**config.mk**
```make
export PLATFORM = sky130hd
export DESIGN_NAME = branch_resolver
export DESIGN_NICKNAME = d
export VERILOG_FILES = /design/src/rtl/branch_pkg.sv /design/src/rtl/branch_sat_counter.sv /design/src/rtl/branch_resolver.sv
export SDC_FILE = /design/constraint.sdc
export NUM_CORES = 1
export LEC_CHECK = 0
export ABC_AREA = 1
export CAP_MARGIN = 20
export CORE_AREA = 2 2 129 131
export CTS_CLUSTER_SIZE = 14
export DETAILED_ROUTE_END_ITERATION = 12
export DIE_AREA = 0 0 131 133
export PLACE_DENSITY_LB_ADDON = 0.12
export SETUP_SLACK_MARGIN = 0.1
export SLEW_MARGIN = 20
export SYNTH_ARGS = -nofsm -noshare
export SYNTH_HDL_FRONTEND = slang
export SYNTH_SLANG_ARGS = --single-unit
export TNS_END_PERCENT = 1
```
**constraint.sdc**
```tcl
create_clock -name clk_i -period 2.4 [get_ports clk_i]
set_clock_uncertainty 0.1 [all_clocks]
set_input_delay 0.48 -clock clk_i [delete_from_list [all_inputs] [get_ports clk_i]]
set_output_delay 0.48 -clock clk_i [all_outputs]
set_load 0.1 [all_outputs]
```
**src/rtl/branch_pkg.sv**
```systemverilog
`default_nettype none
// ============================================================================
//  Module   : branch_pkg
//  Brief    : Shared defaults, instruction size and EX-stage state encoding
//             for the conditional-branch resolver.
//  Revision : 1.0  initial release
// ============================================================================
package branch_pkg;

  localparam int ADDR_W_DEF = 32;
  localparam int DATA_W_DEF = 32;
  localparam int INSN_BYTES = 4;

  // IDLE: no branch in EX.  PEND: a captured branch is waiting to resolve.
  typedef enum logic [0:0] {
    IDLE = 1'b0,
    PEND = 1'b1
  } br_state_e;

endpackage
`default_nettype wire

```
**src/rtl/branch_sat_counter.sv**
```systemverilog
`default_nettype none
// ============================================================================
//  Module   : branch_sat_counter
//  Brief    : CNT_W-bit event counter that sticks at all-ones.
//  Revision : 1.0  initial release
// ============================================================================
module branch_sat_counter #(
  parameter int CNT_W = 32
) (
  input  logic             clk_i,
  input  logic             rst_i,
  input  logic             en_i,
  output logic [CNT_W-1:0] value_o
);

  logic [CNT_W-1:0] count_q;
  logic [CNT_W-1:0] count_d;

  // Advance on each enable until the all-ones ceiling is reached
  always_comb begin
    count_d = count_q;
    if (en_i && !(&count_q)) begin
      count_d = count_q + CNT_W'(1);
    end
  end

  // Counter state, cleared asynchronously
  always_ff @(posedge clk_i or posedge rst_i) begin
    if (rst_i) begin
      count_q <= '0;
    end else begin
      count_q <= count_d;
    end
  end

  assign value_o = count_q;

endmodule
`default_nettype wire

```
**src/rtl/branch_resolver.sv**
```systemverilog
`default_nettype none
// ============================================================================
//  Module   : branch_resolver
//  Brief    : EX-stage resolver for beq. Captures the ID-stage prediction,
//             compares the forwarded operands one cycle later, pulses the
//             predictor update and squashes/redirects fetch on a mispredict.
//  Config   : define BRANCH_STATS_EN to add resolved/mispredict counters.
//  Revision : 1.0  initial release
// ============================================================================
module branch_resolver
  import branch_pkg::*;
#(
  parameter int ADDR_W = ADDR_W_DEF,
  parameter int DATA_W = DATA_W_DEF
`ifdef BRANCH_STATS_EN
  ,parameter int CNT_W = 32
`endif
) (
  input  logic              clk_i,
  input  logic              rst_i,
  input  logic              stall_i,
  input  logic              id_branch_i,
  input  logic              id_predict_i,
  input  logic [ADDR_W-1:0] id_pc_i,
  input  logic [ADDR_W-1:0] id_target_i,
  input  logic [DATA_W-1:0] ex_rs1_i,
  input  logic [DATA_W-1:0] ex_rs2_i,
  output logic              update_o,
  output logic              result_o,
  output logic              flush_o,
  output logic [ADDR_W-1:0] redirect_pc_o
`ifdef BRANCH_STATS_EN
  ,output logic [CNT_W-1:0] stat_branches_o
  ,output logic [CNT_W-1:0] stat_mispred_o
`endif
);

  br_state_e         state_q, state_d;
  logic              ex_pred_q, ex_pred_d;
  logic [ADDR_W-1:0] ex_pc_q, ex_pc_d;
  logic [ADDR_W-1:0] ex_tgt_q, ex_tgt_d;
  logic              capture;
  logic              taken;

  // State and EX-stage branch registers; reset drops any pending branch
  always_ff @(posedge clk_i or posedge rst_i) begin
    if (rst_i) begin
      state_q   <= IDLE;
      ex_pred_q <= 1'b0;
      ex_pc_q   <= '0;
      ex_tgt_q  <= '0;
    end else begin
      state_q   <= state_d;
      ex_pred_q <= ex_pred_d;
      ex_pc_q   <= ex_pc_d;
      ex_tgt_q  <= ex_tgt_d;
    end
  end

  // Next state: a wrong-path ID branch (flush this cycle) is never captured,
  // and a capture in the resolve cycle keeps EX occupied for back-to-back use
  always_comb begin
    capture   = id_branch_i & ~stall_i & ~flush_o;
    state_d   = state_q;
    ex_pred_d = ex_pred_q;
    ex_pc_d   = ex_pc_q;
    ex_tgt_d  = ex_tgt_q;
    case (state_q)
      IDLE:    if (capture) state_d = PEND;
      PEND: begin
        if (capture)       state_d = PEND;
        else if (update_o) state_d = IDLE;
      end
      default: state_d = IDLE;
    endcase
    if (capture) begin
      ex_pred_d = id_predict_i;
      ex_pc_d   = id_pc_i;
      ex_tgt_d  = id_target_i;
    end
  end

  // Resolution outputs; a stall holds everything at zero so the predictor
  // sees exactly one update per branch
  always_comb begin
    taken         = (ex_rs1_i == ex_rs2_i);
    update_o      = (state_q == PEND) & ~stall_i;
    result_o      = update_o & taken;
    flush_o       = update_o & (taken != ex_pred_q);
    redirect_pc_o = '0;
    if (flush_o) begin
      redirect_pc_o = taken ? ex_tgt_q : (ex_pc_q + ADDR_W'(INSN_BYTES));
    end
  end

`ifdef BRANCH_STATS_EN
  branch_sat_counter #(.CNT_W(CNT_W)) u_stat_branches (
    .clk_i   (clk_i),
    .rst_i   (rst_i),
    .en_i    (update_o),
    .value_o (stat_branches_o)
  );

  branch_sat_counter #(.CNT_W(CNT_W)) u_stat_mispred (
    .clk_i   (clk_i),
    .rst_i   (rst_i),
    .en_i    (flush_o),
    .value_o (stat_mispred_o)
  );
`endif

endmodule
`default_nettype wire
```
After elaboration in Yosys (flattened, before gate mapping). Index checks and enable logic that the tools add are counted.

Add/subtract/negate cells: 1. Mux-type cells: 6. Eq/ne operators: 2. Bitwise operators: 8.

Operators by type and width (number): $mux W32 (2); $add A32 B3 Y32 const B (1); $eq A32 B32 Y1 (1); $and A1 B1 Y1 (5); $mux W1 (3); $not A1 Y1 (3); $pmux W1 S2 (1); $ne A1 B1 Y1 (1).

Output and inout port bits: 35. Logic and storage cells: 21. Bits in registers: 66.

Longest topological paths before layout. Gate-level depths: netlist of run 1.

Depth after elaboration: 7. Gate-level depth with buffers: 15. Depth with buffers taken out: 13.

Worst setup path after synthesis of run 1. No wires, ideal clock.

Kind: input-to-output. Start: in stall_i. End: out redirect_pc_o[22]. Required time: 1.820 ns. Data arrival time: 3.950 ns. Stages: 5. Slack: -2.130 ns. Cells stage by stage: nor2_1 -> nand3_4 -> buf_2 -> buf_2 -> a21oi_1.

Word-level cells in the longest chain between the ends: 4.

RTL lines: start: declaration (line branch_resolver.sv:21) `input logic stall_i,`; $not A1 Y1 (line branch_resolver.sv:87) `update_o = (state_q == PEND) & ~stall_i;`; $and A1 B1 Y1 (line branch_resolver.sv:87); $and A1 B1 Y1 (line branch_resolver.sv:89) `flush_o = update_o & (taken != ex_pred_q);`; $mux W32 (line branch_resolver.sv:91) `if (flush_o) begin`; end: declaration (line branch_resolver.sv:31) `output logic [ADDR_W-1:0] redirect_pc_o`.

No other way between the ends.

Worst setup path in the final report of run 1.
Start: reg ex_pc_q[8]. End: out redirect_pc_o[12].

Word-level cells in the longest chain between the ends: 3.

RTL lines: start: declaration (line branch_resolver.sv:40) `logic [ADDR_W-1:0] ex_pc_q, ex_pc_d;`; start signal: assignment (line branch_resolver.sv:55) `ex_pc_q <= ex_pc_d;`; $add A32 B3 Y32 (line branch_resolver.sv:92) `redirect_pc_o = taken ? ex_tgt_q : (ex_pc_q + ADDR_W'(INSN_BYTES));`; $mux W32 (line branch_resolver.sv:92); $mux W32 (line branch_resolver.sv:91).

No other way between the ends.

==> flow_results.org, run 1 <==
** Run status
- Status :: complete, but fails checks
- Violations in the final reports :: setup timing

** Cells and area
- Summing all non-filler instances in the final layout gives an area of 8411 sq um.
- The finished layout holds 1145 standard cells, fillers aside.
- Final antenna diode count :: 0
- Of the cells placed in the final design, the portion with a size suffix greater than 1 is 29.08%.
- Number of nets in the layout :: between 1000 and 1500
- Area added between synthesis and finish :: 90.91%
- The layout has 1557 filler cells.

** Yosys
- Number of different library cells in the post-synthesis netlist :: 22
- In this run the biggest area consumer among cell types represents 37.49% of the synthesized area.
- Cell taking the most area after synthesis :: sky130_fd_sc_hd__dfrtp_1
- Dividing the synthesized area by the synthesized cell count gives 6.479 sq um.
- Synthesis produced a netlist with a net count of 814.
- Sorting the synthesized cells by area gives the leading types as sky130_fd_sc_hd__dfrtp_1 (37%), sky130_fd_sc_hd__nand2_1 (26%), sky130_fd_sc_hd__nand3_1 (9.1%).
- Sequential cell area fraction in the yosys report :: 37.49%
- After synthesis, the share of flip-flops with an asynchronous set or reset is 100.0%.
- Synthesis produced 680 cells.
- EDFF count, synth :: 0
- For this run, the number of Yosys warnings is 0.
- Synthesized flop and latch total :: 66
- In the synthesized netlist the dominant register cell turns out to be sky130_fd_sc_hd__dfrtp_1.
- Area of the mapped netlist :: 4405 sq um

** Power and ir drop
- Cell Int Power :: 2.986 mW
- Of the total power, the clock network draws 31.3%.
- Proportion of power drawn by combinational gates :: 36.9%
- Sw Pwr :: 1.618 mW
- Across the VDD grid, the largest voltage drop is between 0.4 and 0.5 mV.
- Net switching is 35.14% of the power.
- Power spread over the standard cell area amounts to 547.4 nW/um^2.
- Sequential share of power :: 31.8%
- Leakage power figure :: 3.848 nW

** Placement
- Summing all placed instances gives a cell area of 7805 sq um.
- Count of input and output buffers :: 167
- Gpl congestion :: approximately 0.84
- The number of placed instances, taps included, is 1125.
- After legalization and detailed placement, the total HPWL measured between 10 and 15 mm.

** STA
- After layout, the worst setup slack is -0.3959 ns.
- Unrepaired setup endpoints after global routing :: yes
- After routing, the total negative slack on setup checks comes to -11.85 ns.
- Final count of hold timing violations :: 0
- Minimum clock period :: 2.796 ns
- Final Cycle Share :: 116.5%
- The number of slew-limit violations in the final report came to 0.
- In this run the tightest slew margin relative to its limit is 74.45%.
- At the pin with the least slew margin, the transition time is 0.3832 ns.
- Setup violators final :: 34
- Achievable frequency :: 0.3577 GHz

** Critical path
- For the worst setup path, the data arrival time is ~2.2 ns.
- Most common cell on crit path :: sky130_fd_sc_hd__nand2_1
- The number of buffers and inverters on the critical path is 3.
- STA classifies the critical path startpoint as a register.
- Among all stages on the critical path, the largest delay is contributed by sky130_fd_sc_hd__dfrtp_1.
- For this run, the slowest stage of the critical path takes 0.37 ns.
- Critical path class :: register to output pin
- The worst setup path is captured at an output pin.
- Biggest fanout along the worst timing path :: 3
- Data required time at the worst endpoint :: 1.82 ns
- Worst path cell trace :: buf_4 > nand2_1 > nor3_1 > buf_4 > nand2_1 > nor2_2 > xor2_1 > nand2_1 > a21oi_4 > buf_12
- In this design, the largest share of critical-path delay is due to simple AND/OR/NAND/NOR gates.

** Clock network
- Clock input transition at the sequential cells of the worst setup and hold paths :: 0.06 ns
- Clock latency on the worst-skew pair, taken at its later pin, is 0.34 ns.
- TritonCTS built the clock tree.
- Maximum count of clock buffers along a single path :: 2
- In this run the number of H-tree levels came out at 3.
- The number of clock buffers added by TritonCTS is 9.
- Clock root buffer :: sky130_fd_sc_hd__clkbuf_16
- Number of clock sinks :: 66

** Global route
- Wire length of the first global-routing pass :: 26.38 mm
- The initial antenna violation count came to 0.
- Largest net degree at the start of global routing :: 67
- Global routing consumed, over all layers together, around a fifth of the routing resources.
- Number of global-route vias before repair :: 5255
- Grt total ovfl :: 0

** Die
- The die is 133 um tall.
- Floorplan die width :: 131 um
- In this run the count of I/O pins placed on the die edge is 168.
- Die area :: 17420 sq um
- The initial utilization of the core area, before any placement, comes to 27.24%.
- Row generation in the floorplan step produced 47 rows.
- The core region is ~16000 sq um.

** Detailed routing
- Drt drc :: 0
- The count of nets left with antenna violations once routing finished came out at 0.
- After detailed routing, the average wire length per cell comes to 14.39 um.
- Total vias in the final route :: 5096
- Dividing the detail-routed via count by the number of cells gives 4.451.
- First-iteration detailed-routing DRC count :: 230
- The routed design has 16.47 mm of wire.
- First-pass iteration count of the detailed router :: 4

** Hold path
- The worst hold path belongs to the class register to register.

** Flow run
- Max-cap violation count :: 0
flip-flops by register name (all words and copies together), names as in the netlist:
| signal | count |
|---|---|
| state_q | 1 |
| ex_pc_q | 32 |
| ex_tgt_q | 32 |
| ex_pred_q | 1 |
cells in the mapped netlist (2+ instances only):
cell and count:
sky130_fd_sc_hd__nand2_1 311, sky130_fd_sc_hd__nand3_1 80, sky130_fd_sc_hd__dfrtp_1 66, sky130_fd_sc_hd__nor2_1 47, sky130_fd_sc_hd__inv_1 44, sky130_fd_sc_hd__a21oi_1 33
sky130_fd_sc_hd__xnor2_1 26, sky130_fd_sc_hd__clkbuf_1 17, sky130_fd_sc_hd__xor2_1 14, sky130_fd_sc_hd__nor3_1 12, sky130_fd_sc_hd__buf_2 8, sky130_fd_sc_hd__buf_4 5
sky130_fd_sc_hd__nand3b_1 3, sky130_fd_sc_hd__nand4_1 3, sky130_fd_sc_hd__nand2_2 2, sky130_fd_sc_hd__o21ai_0 2, sky130_fd_sc_hd__or2_2 2
timing repair:
| action | in CTS | in global routing |
|---|---|---|
| resized for setup | 88 | 110 |
| hold buffers | 0 | 0 |
| pin swaps | 19 | 27 |
| setup buffers | 1 | 2 |
| cloned | 1 | 0 |
| endpoints found under the setup margin | 100 | 100 |
kinds of logic after synthesis:
family                     after synthesis  share of synthesized area (%)
and+or+nand+nor                        463                          43.17
buffers and inverters                   74                          6.958
DFF                                     66                          37.49
xor gates and xnor gates                40                          7.952
AOI/OAI and AO/OA                       36                          4.147
adders and majority gates                1                         0.2840
power groups by stage:
stage / logic (mW) / clock network (mW) / registers (mW)
final: 1.70 / 1.44 / 1.46
after global routing: 1.84 / 1.53 / 1.49
after CTS: 1.66 / 1.48 / 1.46
after detailed placement: 1.66 / 0 / 1.48
after global placement: 1.65 / 0 / 1.47
after floorplan: 0.890 / 0 / 1.44
tightest hold or removal path, stage by stage (launching register included):
cell and delay [ns]:
sky130_fd_sc_hd__dfrtp_1 0.34, sky130_fd_sc_hd__nand2_1 0.05, sky130_fd_sc_hd__nand2_1 0.05
metrics by stage:
step | utilization (%) | hold WS, ns | worst slack [ns] | power, mW
final | 52.01 | 0.3732 | -0.3959 | 4.604
after global routing | 52.01 | 0.3808 | -0.5323 | 4.861
after CTS | 50.52 | 0.3758 | -0.5032 | 4.591
after detailed placement | 48.26 | 0.3612 | -0.6530 | 3.136
after global placement | 48.26 | 0.3541 | -0.6323 | 3.118
after floorplan | - | 0.3422 | -0.2696 | 2.327
layer usage:
metal	track usage [%]	part of all wire (%)	routed length (um)
met4	4.728	1.2	205
met3	3.154	5.2	853
met2	34.40	50	8250
met5	0	0	0
met1	25.08	43	7161
placed cells by master, fill, tap and decap left out, types with 2 or more instances in the layout:
| cell | synthesis | layout |
|---|---|---|
| sky130_fd_sc_hd__xnor2_1 | 26 | 10 |
| sky130_fd_sc_hd__nand3_2 | 0 | 4 |
| sky130_fd_sc_hd__inv_1 | 44 | 41 |
| sky130_fd_sc_hd__dlygate4sd2_1 | 0 | 22 |
| sky130_fd_sc_hd__inv_6 | 0 | 2 |
| sky130_fd_sc_hd__clkbuf_16 | 0 | 9 |
| sky130_fd_sc_hd__buf_6 | 0 | 5 |
| sky130_fd_sc_hd__nand2_4 | 0 | 5 |
| sky130_fd_sc_hd__a21oi_4 | 0 | 32 |
| sky130_fd_sc_hd__nor2_1 | 47 | 31 |
| sky130_fd_sc_hd__nor3_2 | 0 | 7 |
| sky130_fd_sc_hd__nor3_1 | 12 | 4 |
| sky130_fd_sc_hd__buf_4 | 5 | 77 |
| sky130_fd_sc_hd__nor2_2 | 0 | 14 |
| sky130_fd_sc_hd__clkinvlp_4 | 0 | 3 |
| sky130_fd_sc_hd__nand2_2 | 2 | 24 |
| sky130_fd_sc_hd__nand4_1 | 3 | 3 |
| sky130_fd_sc_hd__xor2_1 | 14 | 14 |
| sky130_fd_sc_hd__nand3b_1 | 3 | 3 |
| sky130_fd_sc_hd__buf_16 | 0 | 2 |
| sky130_fd_sc_hd__nand2_1 | 311 | 283 |
| sky130_fd_sc_hd__xnor2_2 | 0 | 16 |
| sky130_fd_sc_hd__buf_12 | 0 | 43 |
| sky130_fd_sc_hd__nor2_4 | 0 | 2 |
| sky130_fd_sc_hd__nand3_1 | 80 | 76 |
| sky130_fd_sc_hd__clkbuf_2 | 0 | 8 |
| sky130_fd_sc_hd__dfrtp_2 | 0 | 3 |
| sky130_fd_sc_hd__clkdlybuf4s15_1 | 0 | 34 |
| sky130_fd_sc_hd__dfrtp_1 | 66 | 63 |
| sky130_fd_sc_hd__bufinv_16 | 0 | 2 |
| sky130_fd_sc_hd__clkdlybuf4s50_1 | 0 | 68 |
final timing paths:
check / startpoint / end / slack [ns] / cells past startpoint
max reg2reg: state_q / ex_pc_q[11] / 0.68 / 9
max in group asynchronous: rst_i / ex_pc_q[17] / 1.45 / 3
min in group asynchronous: rst_i / ex_pc_q[2] / 0.43 / 3
min: ex_tgt_q[4] / ex_tgt_q[4] / 0.37 / 2
min reg2reg: ex_tgt_q[4] / ex_tgt_q[4] / 0.37 / 2
max: ex_pc_q[8] / redirect_pc_o[12] / -0.40 / 10
final cells by class:
| type | count | area (sq um) | share of cell area [%] |
|---|---|---|---|
| Tap cell | 220 | 275.3 | 3.273 |
| Clock buffer | 9 | 225.2 | 2.678 |
| Inverter | 44 | 171.4 | 2.038 |
| Multi-Input combinational cell | 540 | 3178 | 37.79 |
| Clock inverter | 7 | 101.3 | 1.205 |
| Sequential cell | 66 | 1655 | 19.68 |
| Timing Repair Buffer | 259 | 2804 | 33.34 |
Power figures use the tool's default switching activity.
==> run 2, diff against run 1 <==
--- a/config.mk
+++ b/config.mk
@@ -7,11 +7,12 @@
 export LEC_CHECK = 0
 export ABC_AREA = 1
 export CAP_MARGIN = 20
-export CORE_AREA = 2 2 129 131
+export CORE_AREA = 2 2 102 104
 export CTS_CLUSTER_SIZE = 14
 export DETAILED_ROUTE_END_ITERATION = 12
-export DIE_AREA = 0 0 131 133
+export DIE_AREA = 0 0 104 106
 export PLACE_DENSITY_LB_ADDON = 0.12
+export REMOVE_ABC_BUFFERS = 1
 export SETUP_SLACK_MARGIN = 0.1
 export SLEW_MARGIN = 20
 export SYNTH_ARGS = -nofsm -noshare
==> run 2 against run 1 <==
Effect of this change:
- the flow still finishes with violations (setup timing)
- utilization is 30 points higher
- first-iteration DRC count grew 55%
- routed wire length grew 15%
- via count up 14%
- global-route usage up 12 points
- critical endpoint is now redirect_pc_o[19]
- largest cell class unchanged
- largest power group unchanged
==> flow_results.org, run 2 (synthesized netlist as in run 1, its figures left out) <==
** Clock network
- Clock root buffer :: sky130_fd_sc_hd__clkbuf_8 (was sky130_fd_sc_hd__clkbuf_16)
- Clock input transition at the sequential cells of the worst setup and hold paths :: 0.08 ns (was 0.06 ns)
- The TritonCTS buffer count is 9 (unchanged).
- The maximum buffer depth of the clock tree is 2 (unchanged).
- The clock net sink count is 66 (unchanged).
- The count of hold buffers inserted by post-cts repair was 0 (unchanged).
- The H-tree depth came to 3 (unchanged).
- The TritonCTS clock tree was done (unchanged).
- Clk Latency, worst-skew pair :: 0.35 ns (was 0.34 ns)

** Critical path
- The classification of the worst setup path was register to output pin (unchanged).
- Launching element type of the critical path :: register (unchanged)
- The worst endpoint data arrival time was 2.31 ns (was 2.22 ns).
- The endpoint type of the worst setup path is an output pin (unchanged).
- Setup slack on the worst flop-to-flop path :: 0.47 ns (was 0.68 ns)
- Biggest fanout along the worst timing path :: 4 (was 3)
- Data required time at the worst endpoint :: 1.82 ns (about the same)

** STA
- The number of hold-slack violations in the final timing report was 0 (unchanged).
- Achievable frequency :: 0.3463 GHz (was 0.3577 GHz)
- Final Cycle Share :: 120.3% (was 116.5%)
- The number of slew-limit violations in the final report is 0 (unchanged).
- The slew at the pin with the worst max-slew slack is 0.5449 ns (was 0.3832 ns).
- Setup violators final :: 34 (unchanged)
- The final hold slack was 0.3770 ns (was 0.3732 ns).
- The worst slew margin relative to its limit was 63.62% (was 74.45%).
- Minimum clock period :: 2.888 ns (was 2.796 ns)
- The smallest setup slack after layout was -0.4878 ns (was -0.3959 ns).
- Unrepaired setup endpoints after global routing :: yes (unchanged)

** Detailed routing
- First-iteration detailed-routing DRC count :: 356 (was 230)
- The DRC violation count after routing is 0 (unchanged).
- The vias per cell was 5.361 (was 4.451).
- The average wire per standard cell is 17.49 um (was 14.39 um).
- The number of detailed-route iterations in the first pass is 7 (was 4).
- The residual antenna-violating net count after detailed routing is 0 (unchanged).
- The total detailed-routing wirelength was 18.88 mm (was 16.47 mm).
- The total via count in the routed design is 5784 (was 5096).

** Global route
- GRT Resource Usage Total :: 31.43% (was 19.65%)
- Grt total ovfl :: 0 (unchanged)
- Antenna violations before repair :: 1 (was 0)
- Number of global-route vias before repair :: 5733 (was 5255)
- Wire length of the first global-routing pass :: 27.80 mm (was 26.38 mm)
- The pin count of the biggest net entering global routing came to 49 (was 67).

** Die
- The core box area is 10000 sq um (was 16170 sq um).
- The number of core rows is 37 (was 47).
- I/O pin count :: 168 (unchanged)
- The width of the chip is 104 um (was 131 um).
- The chip height was 106 um (was 133 um).
- Die area :: 11020 sq um (was 17420 sq um)
- The starting density of the core came to 44.06% (was 27.24%).

** Power and ir drop
- Power per Cell Area :: 510.6 nW/um^2 (was 547.4 nW/um^2)
- The worst supply voltage drop on vdd was 0.3421 mV (was 0.4197 mV).
- The total power came to 4.212 mW (was 4.604 mW).
- Leakage power figure :: 4.130 nW (was 3.848 nW)

** Run status
- Status: complete, but fails checks (unchanged).
- Violations in the final reports :: setup timing (unchanged)

** Cells and area
- The combined area of the multi-input logic cells was 3156 sq um (was 3178 sq um).
- Number of nets in the layout :: 1071 (was 1054)
- The post-route standard cell area excluding fillers was 8250 sq um (was 8411 sq um).
- The layout-stage area growth over the synthesis result is 87.28% (was 90.91%).
- The leading cell type in the layout, fill and taps excluded was sky130_fd_sc_hd__nand2_1 (unchanged).
- The area taken by flip-flops and latches came to 1655 sq um (unchanged).
- Largest registers: ex_pc_q (32), ex_tgt_q (32) (unchanged).
- The final cell utilization of the core came to 82.51% (was 52.01%).
- The layout cell share with drive strength beyond 1 is 34.29% (was 29.08%).
- Fillers :: 622 (was 1557)
- Leading cell types in the layout, fill and taps excluded: sky130_fd_sc_hd__nand2_1 (285), sky130_fd_sc_hd__buf_4 (92), sky130_fd_sc_hd__nand3_1 (79) (was sky130_fd_sc_hd__nand2_1 (283), sky130_fd_sc_hd__buf_4 (77), sky130_fd_sc_hd__nand3_1 (76)).

** Placement
- The post-placement setup slack is -0.7179 ns (was -0.6530 ns).
- Final HPWL from detailed placement :: 11.85 mm (was 13.34 mm)
- Gpl congestion :: 0.9535 (was 0.8386)
- The number of buffers added on ports came to 167 (unchanged).
- Placed cell area :: 7202 sq um (was 7805 sq um)

** Flow run
- Max-cap violation count :: 0 (unchanged)

** Hold path
- Path class of the lowest-slack min-delay path :: register to register (unchanged)
[run 2: cell count changes in the layout (fill, tap and decap cells not counted), moves of 10 or more]
cell	before	now
sky130_fd_sc_hd__clkbuf_8	0	10
sky130_fd_sc_hd__buf_4	77	92
sky130_fd_sc_hd__clkdlybuf4s15_1	34	2
sky130_fd_sc_hd__dlymetal6s2s_1	0	22
sky130_fd_sc_hd__clkbuf_2	8	39
sky130_fd_sc_hd__dlygate4sd2_1	22	0
[run 2: where the power goes]
| group | leakage, nW | switching, mW | internal (mW) |
|---|---|---|---|
| clock network | 0.104 | 0.484 | 0.515 |
| registers | 0.812 | 0.162 | 1.30 |
| logic | 3.21 | 0.968 | 0.783 |
[run 2: area by class of cell]
type | count | share of cell area, %
Antenna cell | 1 | 0.03033
Clock buffer | 11 | 1.714
Clock inverter | 5 | 0.7431
Inverter | 44 | 2.032
Multi-Input combinational cell | 540 | 38.25
Sequential cell | 66 | 20.06
Tap cell | 136 | 2.062
Timing Repair Buffer | 276 | 35.11
[run 2: final timing paths]
kind                                   start           endpoint  cells after the start
worst min register to register  ex_tgt_q[17]       ex_tgt_q[17]                      2
worst min-delay path            ex_tgt_q[17]       ex_tgt_q[17]                      2
worst max register to register       state_q       ex_tgt_q[24]                      8
max in group asynchronous              rst_i          ex_pred_q                      3
min in group asynchronous              rst_i       ex_tgt_q[20]                      2
worst max-delay path              ex_pc_q[8]  redirect_pc_o[19]                     12
[run 2: timing repair]
item	in CTS	in global routing
gates resized for setup	100	210
setup endpoints to repair	100	100
cloned	2	2
pin swaps	16	82
buffers inserted	6	11
[run 2: stage by stage]
stage	std cells	TNS, ns
after floorplan	650	-241.90
after global placement	1041	-44.29
after detailed placement	1041	-44.43
after CTS	1065	-18.87
after global routing	1079	-19.82
final	1079	-15.03
[run 2: critical path, cell delays in order, from the launching register on]
cell	delay (ns)
sky130_fd_sc_hd__dfrtp_1	0.43
sky130_fd_sc_hd__nand2_2	0.10
sky130_fd_sc_hd__nor2_4	0.13
sky130_fd_sc_hd__nand2_2	0.08
sky130_fd_sc_hd__nor2_4	0.12
sky130_fd_sc_hd__nand2_2	0.08
sky130_fd_sc_hd__nor2_4	0.14
sky130_fd_sc_hd__buf_6	0.13
sky130_fd_sc_hd__buf_4	0.11
sky130_fd_sc_hd__xor2_1	0.17
sky130_fd_sc_hd__nand2_1	0.12
sky130_fd_sc_hd__a21oi_4	0.16
sky130_fd_sc_hd__buf_12	0.19
[run 2: per-layer routing]
metal / part of all wire [%] / up-vias / track usage (%)
li1: - / 2640 / -
met1: 38 / 2760 / 37.52
met2: 50 / 307 / 56.72
met3: 7.3 / 77 / 5.947
met4: 3.9 / 0 / 10.91
met5: 0 / - / 0
==> run 3, diff against run 2 <==
--- a/config.mk
+++ b/config.mk
@@ -11,6 +11,7 @@
 export CTS_CLUSTER_SIZE = 14
 export DETAILED_ROUTE_END_ITERATION = 12
 export DIE_AREA = 0 0 104 106
+export GPL_TIMING_DRIVEN = 0
 export PLACE_DENSITY_LB_ADDON = 0.12
 export REMOVE_ABC_BUFFERS = 1
 export SETUP_SLACK_MARGIN = 0.1
==> run 3 against run 2 <==
Effect of this change:
- the flow still finishes with violations (setup timing)
- die area is the same
- total power increased by 1.8%
- largest power group unchanged
- critical path depth unchanged
- clock power up 10%
- non-clock buffer count is 38 lower
- sequential power rose by 3%
- highest routed layer unchanged
==> flow_results.org, run 3 (synthesized netlist as in run 1, its figures left out) <==
** Placement
- The half-perimeter wire length after detailed placement came to 9.761 mm (was 11.85 mm).
- The cell area after placement came to 6191 sq um (was 7202 sq um).
- The number of placed instances, taps included is 956 (was 1041).
- The number of buffers added on ports is 167 (unchanged).
- The final estimated routing congestion in global placement was 0.9109 (was 0.9535).
- Setup Slack @ Placement :: -2.832 ns (was -0.7179 ns)

** Critical path
- The kind of start point of the critical path was a primary input (was register).
- The reg-to-reg critical path startpoint is state_q (unchanged).
- Critical Path End Type :: output pin (unchanged)
- Critical path data arrival time :: 2.27 ns (was 2.31 ns)
- The reg-to-reg critical path endpoint was ex_tgt_q[25] (was ex_tgt_q[24]).
- The maximum fanout encountered on the critical timing path was 7 (was 4).
- Setup slack on the worst flop-to-flop path :: 0.20 ns (was 0.47 ns)
- The required time reported for the critical path endpoint came to 1.82 ns (about the same).
- Critical path class :: primary input to output pin (was register to output pin)
- Worst R2R Path Depth :: 5 (was 8)

** STA
- Post-Route Setup TNS :: -22.27 ns (was -15.03 ns)
- Slew headroom :: 48.75% (was 63.62%)
- The fmax is 0.3503 GHz (was 0.3463 GHz).
- Unrepaired setup endpoints after global routing :: yes (unchanged)
- Min Hold Slack :: 0.3443 ns (was 0.3770 ns)
- The smallest setup slack after layout came to -0.4547 ns (was -0.4878 ns).
- Max-slew violations :: 0 (unchanged)
- Setup violators final :: 84 (was 34)
- The post-route minimum period was 2.855 ns (was 2.888 ns).
- The share of the clock period used by the worst path after layout was 118.9% (was 120.3%).
- Final count of hold timing violations :: 0 (unchanged)
- The slew at the pin with the worst max-slew slack is 0.7688 ns (was 0.5449 ns).

** Global route
- The met1 track utilization from global routing was 41.52% (was 37.52%).
- GRT Resource Usage Total :: 33.53% (was 31.43%)
- The met2 layer usage reported by global route is 57.57% (was 56.72%).
- Global Route met3 Usage :: 6.867% (was 5.947%)
- Wire length of the first global-routing pass :: 29.45 mm (was 27.80 mm)
- The routing layer with the top usage in global route is met2 (unchanged).
- The final global-route overflow total came to 0 (unchanged).
- Antenna violations before repair :: 0 (was 1)
- The pin count of the biggest net entering global routing was 67 (was 49).
- The number of global-route vias before repair is 5647 (was 5733).

** Power and ir drop
- The total power divided by cell area came to 526.1 nW/um^2 (was 510.6 nW/um^2).
- The switching share of total power came to 38.91% (was 38.32%).
- Sequential share of power :: 34.9% (was 34.7%)
- Sw Pwr :: 1.668 mW (was 1.614 mW)
- Leakage power figure :: 3.873 nW (was 4.130 nW)
- Overall power of the completed layout :: 4.288 mW (was 4.212 mW)
- The internal power consumption was 2.620 mW (was 2.598 mW).
- The fraction of power consumed by combinational cells is 39.5% (was 41.6%).
- The proportion of power drawn by the clock network is 25.6% (was 23.7%).
- Worst IR drop on VDD :: 0.4065 mV (was 0.3421 mV)

** Die
- The die area was 11020 sq um (unchanged).
- The number of core rows was 37 (unchanged).
- Starting Density :: 44.06% (unchanged)
- Area of the core region :: 10000 sq um (unchanged)
- Chip height :: 106 um (unchanged)
- The width of the chip is 104 um (unchanged).
- The number of I/O pins came to 168 (unchanged).

** Detailed routing
- The vias per cell came to 5.454 (was 5.361).
- DR WL/cell :: 18.30 um (was 17.49 um)
- First-pass iteration count of the detailed router :: 5 (was 7)
- The residual antenna-violating net count after detailed routing is 0 (unchanged).
- First-iteration detailed-routing DRC count :: 436 (was 356)
- The total via count in the routed design was 5716 (was 5784).
- Total wire length :: 19.18 mm (was 18.88 mm)
- Drt drc :: 0 (unchanged)

** Cells and area
- The leading cell type in the layout, fill and taps excluded is sky130_fd_sc_hd__nand2_1 (unchanged).
- Number of nets in the layout :: 1041 (was 1071)
- The number of filler cells placed in the layout was 637 (was 622).
- Final antenna diode count :: 0 (was 1)
- Share of post-route cells with drive strength above 1 :: 38.27% (was 34.29%)
- The final cell utilization of the core was 81.51% (was 82.51%).
- The non-filler instance count after layout came to 1048 (was 1079).
- The post-route standard cell area excluding fillers came to 8150 sq um (was 8250 sq um).
- The layout-stage area growth over the synthesis result came to 85.00% (was 87.28%).
- Leading cell types in the layout, fill and taps excluded :: sky130_fd_sc_hd__nand2_1 (274), sky130_fd_sc_hd__clkdlybuf4s50_1 (67), sky130_fd_sc_hd__dfrtp_1 (63) (was sky130_fd_sc_hd__nand2_1 (285), sky130_fd_sc_hd__buf_4 (92), sky130_fd_sc_hd__nand3_1 (79))
- Largest registers: ex_pc_q (32), ex_tgt_q (32) (unchanged).

** Clock network
- The TritonCTS clock tree was done (unchanged).
- Clock input transition at the sequential cells of the worst setup and hold paths :: 0.09 ns (was 0.08 ns)
- Number of clock sinks :: 66 (unchanged)
- The root cell of the clock tree is sky130_fd_sc_hd__clkbuf_8 (unchanged).
- The maximum buffer depth of the clock tree was 2 (unchanged).
- The count of hold buffers inserted by post-cts repair came to 0 (unchanged).
- The TritonCTS buffer count is 9 (unchanged).
- H-tree depth :: 3 (unchanged)
- Clk Latency, worst-skew pair :: 0.35 ns (about the same)

** Run status
- Violations in the final reports: setup timing (unchanged).
- Status :: complete, but fails checks (unchanged)

** Flow run
- Max-cap violation count :: 0 (unchanged)

** Hold path
- The type of the tightest min-delay check is primary input to asynchronous set/reset pin (was register to register).
-- run 3: cell types whose count changed in the layout (fill, tap and decap cells not counted), sizes merged, moves of 4 or more --
cell | before | now
nand3 | 81 | 87
buf | 141 | 135
clkbuf | 52 | 41
clkinvlp | 0 | 4
dlymetal6s2s | 22 | 1
-- run 3: worst max-delay path by stage --
stage / startpoint / end
final: ex_rs1_i[14] / redirect_pc_o[6]
after global routing: ex_pc_q[9] / redirect_pc_o[24]
after CTS: ex_pc_q[3] / redirect_pc_o[26]
after detailed placement: ex_rs2_i[3] / redirect_pc_o[8]
after global placement: id_branch_i / ex_pc_q[5]
after floorplan: stall_i / redirect_pc_o[0]
-- run 3: power by group through the flow --
stage	clock (mW)	sequential [mW]	combinational, mW
2_1_floorplan	0	1.44	0.731
3_3_place_gp	0	1.47	1.13
3_5_place_dp	0	1.48	1.16
4_1_cts	1.10	1.46	1.52
5_1_grt	1.14	1.51	1.81
6_report	1.10	1.50	1.70
-- run 3: timing repair --
action,CTS,global route
cloned,9,0
resized for setup,626,127
pin swaps,86,77
setup buffers,42,25
endpoints found under the hold margin,0,0
setup endpoints to repair,101,101
-- run 3: cell type report --
| cell class | count | area (sq um) | area share, % |
|---|---|---|---|
| multi-input cells | 547 | 3516 | 43.14 |
| repair buffers | 238 | 2404 | 29.49 |
| clock inverters | 6 | 88.84 | 1.090 |
| repair inverters | 1 | 7.507 | 0.09211 |
| well taps | 136 | 170.2 | 2.088 |
| flip-flops and latches | 66 | 1655 | 20.31 |
| inverters | 44 | 171.4 | 2.103 |
| clock buffers | 10 | 137.6 | 1.689 |
-- run 3: routing by layer --
metal | wire (um) | vias up
li1 | - | 2591
met1 | 7118 | 2720
met2 | 9731 | 336
met3 | 1577 | 69
met4 | 750 | 0
met5 | 0 | -
-- run 3: critical path, cell delays in order --
cell,delay [ns]
sky130_fd_sc_hd__buf_2,0.11
sky130_fd_sc_hd__xnor2_2,0.20
sky130_fd_sc_hd__nand2_1,0.11
sky130_fd_sc_hd__nor2_2,0.15
sky130_fd_sc_hd__nand2_2,0.10
sky130_fd_sc_hd__nor2_4,0.13
sky130_fd_sc_hd__nand2_4,0.14
sky130_fd_sc_hd__clkinvlp_4,0.22
sky130_fd_sc_hd__buf_12,0.18
sky130_fd_sc_hd__nand2_4,0.06
sky130_fd_sc_hd__a21oi_4,0.18
sky130_fd_sc_hd__buf_12,0.19
